[src/rtl/mem_port_arbiter.sv]
// Round-robin arbiter for one shared memory port with two requesters.
// Each grant occupies the port for LATENCY cycles, followed by one idle cycle.
module mem_port_arbiter #(
    parameter int LATENCY = 2,
    parameter int CNT_W   = 4
) (
    input  logic clk_i,
    input  logic rst_i,
    input  logic req0_i,
    input  logic req1_i,
    output logic gnt0_o,
    output logic gnt1_o,
    output logic select_o,
    output logic mem_en_o,
    output logic done0_o,
    output logic done1_o,
    output logic busy_o
);

    typedef enum logic {
        IDLE   = 1'b0,
        ACCESS = 1'b1
    } state_t;

    localparam logic [CNT_W-1:0] LOAD = CNT_W'(LATENCY - 1);

    state_t           r_state;
    state_t           w_state_n;
    logic [CNT_W-1:0] r_cnt;
    logic [CNT_W-1:0] w_cnt_n;
    logic             r_owner;
    logic             w_owner_n;
    logic             r_last;
    logic             w_last_n;
    logic             r_first;
    logic             w_first_n;
    logic             w_winner;
    logic             w_access;
    logic             w_cnt_zero;

    always_ff @(posedge clk_i or negedge rst_i) begin
        if (!rst_i) begin
            r_state <= IDLE;
            r_cnt   <= '0;
            r_owner <= 1'b0;
            r_last  <= 1'b1;
            r_first <= 1'b0;
        end else begin
            r_state <= w_state_n;
            r_cnt   <= w_cnt_n;
            r_owner <= w_owner_n;
            r_last  <= w_last_n;
            r_first <= w_first_n;
        end
    end

    // On a tie the requester that did not win last time gets the port.
    assign w_winner = (req0_i && req1_i) ? ~r_last : req1_i;

    always_comb begin
        w_state_n = r_state;
        w_cnt_n   = r_cnt;
        w_owner_n = r_owner;
        w_last_n  = r_last;
        w_first_n = 1'b0;
        unique case (r_state)
            IDLE: begin
                if (req0_i || req1_i) begin
                    w_state_n = ACCESS;
                    w_cnt_n   = LOAD;
                    w_owner_n = w_winner;
                    w_last_n  = w_winner;
                    w_first_n = 1'b1;
                end
            end
            ACCESS: begin
                if (r_cnt != '0) begin
                    w_cnt_n = r_cnt - CNT_W'(1);
                end else begin
                    w_state_n = IDLE;
                end
            end
            default: w_state_n = IDLE;
        endcase
    end

    assign w_access   = (r_state == ACCESS);
    assign w_cnt_zero = (r_cnt == '0);

    always_comb begin
        gnt0_o   = w_access & ~r_owner;
        gnt1_o   = w_access & r_owner;
        select_o = r_owner;
        busy_o   = w_access;
        mem_en_o = w_access & r_first;
        done0_o  = w_access & ~r_owner & w_cnt_zero;
        done1_o  = w_access & r_owner & w_cnt_zero;
    end

endmodule
[config.mk]
export PLATFORM = sky130hd
export DESIGN_NAME = mem_port_arbiter
export DESIGN_NICKNAME = d
export VERILOG_FILES = /design/src/rtl/mem_port_arbiter.sv
export SDC_FILE = /design/constraint.sdc
export NUM_CORES = 1
export LEC_CHECK = 0
export CAP_MARGIN = 0
export CORE_AREA = 2 2 39 41
export DETAILED_ROUTE_END_ITERATION = 10
export DIE_AREA = 0 0 41 43
export SYNTH_ARGS = -nofsm -noshare
export SYNTH_HDL_FRONTEND = slang
export SYNTH_SLANG_ARGS = --single-unit
[constraint.sdc]
create_clock -name clk_i -period 1.59 [get_ports clk_i]
set_input_delay 0.477 -clock clk_i [delete_from_list [all_inputs] [get_ports clk_i]]
set_output_delay 0.477 -clock clk_i [all_outputs]
set_load 0.01 [all_outputs]
Word level (Yosys, flattened, before mapping). Index checks and enable logic that the tools add are counted.

Reductions and logical operators: 6. Bitwise gates (word level): 8. $add $sub $neg: 1. Equal/unequal tests: 2. Mux-type cells: 8.

Operator list (number): $mux 4 (2); $pmux 4 s2 (1); $and 1x1->1 (5); $logic_not 4->1 (1); $mux 1 (4); $reduce_and 2->1 (2); $reduce_bool 4->1 (1); $sub 4x1->4 const B (1); $not 1->1 (3); $ne 2x1->1 const B (1); $ne 2x2->1 const B (1); $pmux 1 s2 (1); $logic_and 1x1->1 (1); $logic_or 1x1->1 (1).

Logic and storage cells: 30. Flip-flop bits (word level): 8. Output and inout port bits: 7. Input port bits: 4.

Depth between registers and ports, before layout.
Depth after elaboration: 3. Depth in mapped cells: 5. Gate-level depth less buffers: 5.

Least setup slack after synthesis. OpenSTA, ideal clock, no wires.

Kind: register to output. From: register r_cnt[0]. To: output done0_o. Required time: 1113 ps. Arrival time: 1404 ps. Stages on the path, launching flop included: 5. Path slack: -291 ps. Path buffers: 0. Cell sequence: dfrtp_1 inv_1 ha_1 or3b_2 nor3b_1.

Cells in the longest elaborated chain, start to end: 2.

Ends and longest elaborated chain: from (decl) (line 29) `logic [CNT_W-1:0] r_cnt;`; from (signal assigned) (line 50) `r_cnt <= w_cnt_n;`; $logic_not 4->1 (line 88) `assign w_cnt_zero = (r_cnt == '0);`; $and 1x1->1 (line 96) `done0_o = w_access & ~r_owner & w_cnt_zero;`; to (decl) (line 15) `output logic done0_o,`.

No other way between the ends.

Final worst setup path. Same ends and word-level chain as after synthesis.

==> run metrics <==
status=complete, but fails checks; failing checks=setup timing; FF-to-FF path depth=4; Setup-failing EPs final=3; Antenna Nets Post-Route=0; Tcrit/Tclk final=129%; Worst-path clk slew=around 60 ps; Power Dens Cells=between 2000 and 2500 mW/mm²; CP Launch Type=flop; Die Height=43 µm; Cell Rows=14; # hold bufs at CTS=0; Cells after Synth=43; Crit. End Element=output port; first-pass detailed-route iteration total=2; I/O Pins=11; fmax=between 400 and 500 MHz; port bufs=10; clk_lat worst skew=about 270 ps; Mapped Nets=slightly below 50; drt initial violations=3; CTS tree=done; vias post-DR=430; HPWL after detailed placement=705 µm; DRC viols=0; gr usage total=15.2%; drt wl/cell=11.1 µm; Least-Margin Pin Slew=between 300 and 400 ps; worst vdd ir=0.727 mV; crit path from=r_cnt[0]; r2r endpoint=r_cnt[3]; H-tree levels=1; Hold Vio Cnt, Final=0; post-synthesis sequential area ratio=approximately 48%; first-pass GRT wire length=approximately 1700 µm; RSZ-0062 raised after global routing=yes; filler cell count=~150; Post-Layout Inst Area=about 740 µm²; Via-to-Cell Ratio=4.67; Worst EP required=~1100 ps; initial antenna violation count=0; largest net degree at the start of global routing=9; GRT overflow=0; final setup margin=-456 ps; register bit total from synthesis=8; total power=about 0.0015 W; max cap viols=0; Tmin final=a little over 2000 ps; LEAKAGE=0.376 nW; root buf cell=clkbuf_4; syn avg cell area=9.81 µm²; placed cell areas=roughly 650 µm²; Layout area overhead=76.6%; synth top area cells=dfrtp_1 42%, dfstp_2 6.2%, ha_1 5.9%; chip width=about 41 µm; Worst Path Max Fanout=3; CP Data Arrival Time=1570 ps; share of layout cells above drive strength 1=51.3%; critical path class=reg2out; Initial Util=between 30% and 40%; Nets=between 80 and 90; Num Clock Sinks=8; Longest Clk Path Bufs=2; total CTS buffers=3; Slew headroom=74.0%; Core Region=~0.0014 mm²; final WL=~1000 µm; ANT cells=0; Distinct cells, synth=22; vias in the first global route=roughly 440; gpl congestion=around 0.74; class of the worst hold path=in2async; Mapped Area=about 420 µm²; r2r startpoint=r_cnt[0]; Synth area leader=dfrtp_1; YS warnings=0; post-synth top area share=roughly two fifths; Worst R2R Setup Slack=70 ps; total die area=roughly 0.0018 mm²; Clock Skews=11.7 ps; fin. max-slew vios=0
[through the flow]
step                utilization, %  setup WS [ps]  instances  TNS [ps]  hold WS, ps
CTS                           51.4           -454         91      -891          496
detailed placement            46.9           -618         81     -1600          489
floorplan                        -           -113         43      -202          181
global route                  53.8           -534         92     -1070          531
finish                        53.8           -456         92      -849          495
global placement              46.9           -594         81     -1560          474
[Yosys cell counts, drive strengths merged]
cell type and n:
a21o 1, a21oi 1, and2 2, clkbuf 1
dfrtp 7, dfstp 1, ha 2, inv 3
mux2i 2, nand2 4, nand2b 2, nand3 3
nor2 1, nor2b 3, nor3 1, nor3b 1
o21ai 3, o21bai 1, or3 1, or3b 1
or4b 2
[state kept, by name (all words and copies together) (netlist names)]
register,flops
r_cnt,4
busy_o,1
r_first,1
r_last,1
select_o,1
[where the power goes]
part,internal [W],switching [W],total [W]
registers,0.000308,0.0000626,0.000371
clock network,0.0000966,0.0000792,0.000176
logic,0.000593,0.000378,0.000971
[worst max-delay path by stage]
stage / endpoint / slack, ps / cells past startpoint
finish: done0_o / -460 / 5
global route: done0_o / -530 / 5
global placement: done0_o / -590 / 5
floorplan: done0_o / -110 / 4
CTS: done0_o / -450 / 5
detailed placement: done0_o / -620 / 5
[final cells by class]
| class | count | area [µm²] | share of cell area [%] |
|---|---|---|---|
| multi-input combinational | 31 | 244 | 32.8 |
| timing repair buffer | 30 | 241 | 32.4 |
| sequential | 8 | 201 | 27.1 |
| clock buffer | 4 | 26.3 | 3.53 |
| tap | 16 | 20.0 | 2.69 |
| inverter | 3 | 11.3 | 1.51 |
[cell usage in the layout (no fill, tap or decap), types with 2 or more instances in the layout]
master / instances
mux2i_1: 2
buf_4: 17
dfrtp_1: 7
buf_2: 4
clkbuf_4: 3
nor2b_1: 3
nand2b_1: 2
clkdlybuf4s50_1: 3
nand3_1: 3
buf_6: 4
and2_4: 2
inv_2: 2
o21ai_0: 3
nand2_1: 3
[critical path: stages (launching register included)]
cell     delay, ps
dfrtp_1        380
inv_2           80
ha_4           120
or3b_4         400
nor3b_4        170
buf_2          150
[cell families after synthesis]
group / synth area share [%]
buffers and inverters: 3.56
AO/OA/AOI/OAI: 8.31
adder cells (fa/ha/maj): 5.93
flip-flops: 47.8
AND/OR/NAND/NOR: 29.7
multiplexers: 4.75
[metal layers]
layer / GRT usage, % / vias up / part of all wire [%]
met2: 25.0 / 11 / 54
met5: 0 / - / 0
met1: 16.2 / 200 / 37
li1: - / 214 / -
met4: 8.00 / 0 / 2.9
met3: 4.71 / 5 / 5.5
[timing repair]
action / CTS / global route
setup endpoints to repair: 7 / 7
setup buffers: 6 / 1
gates cloned: 0 / 0
gates resized for setup: 28 / 7
pin swaps: 1 / 0
Power figures use the tool's default switching activity.
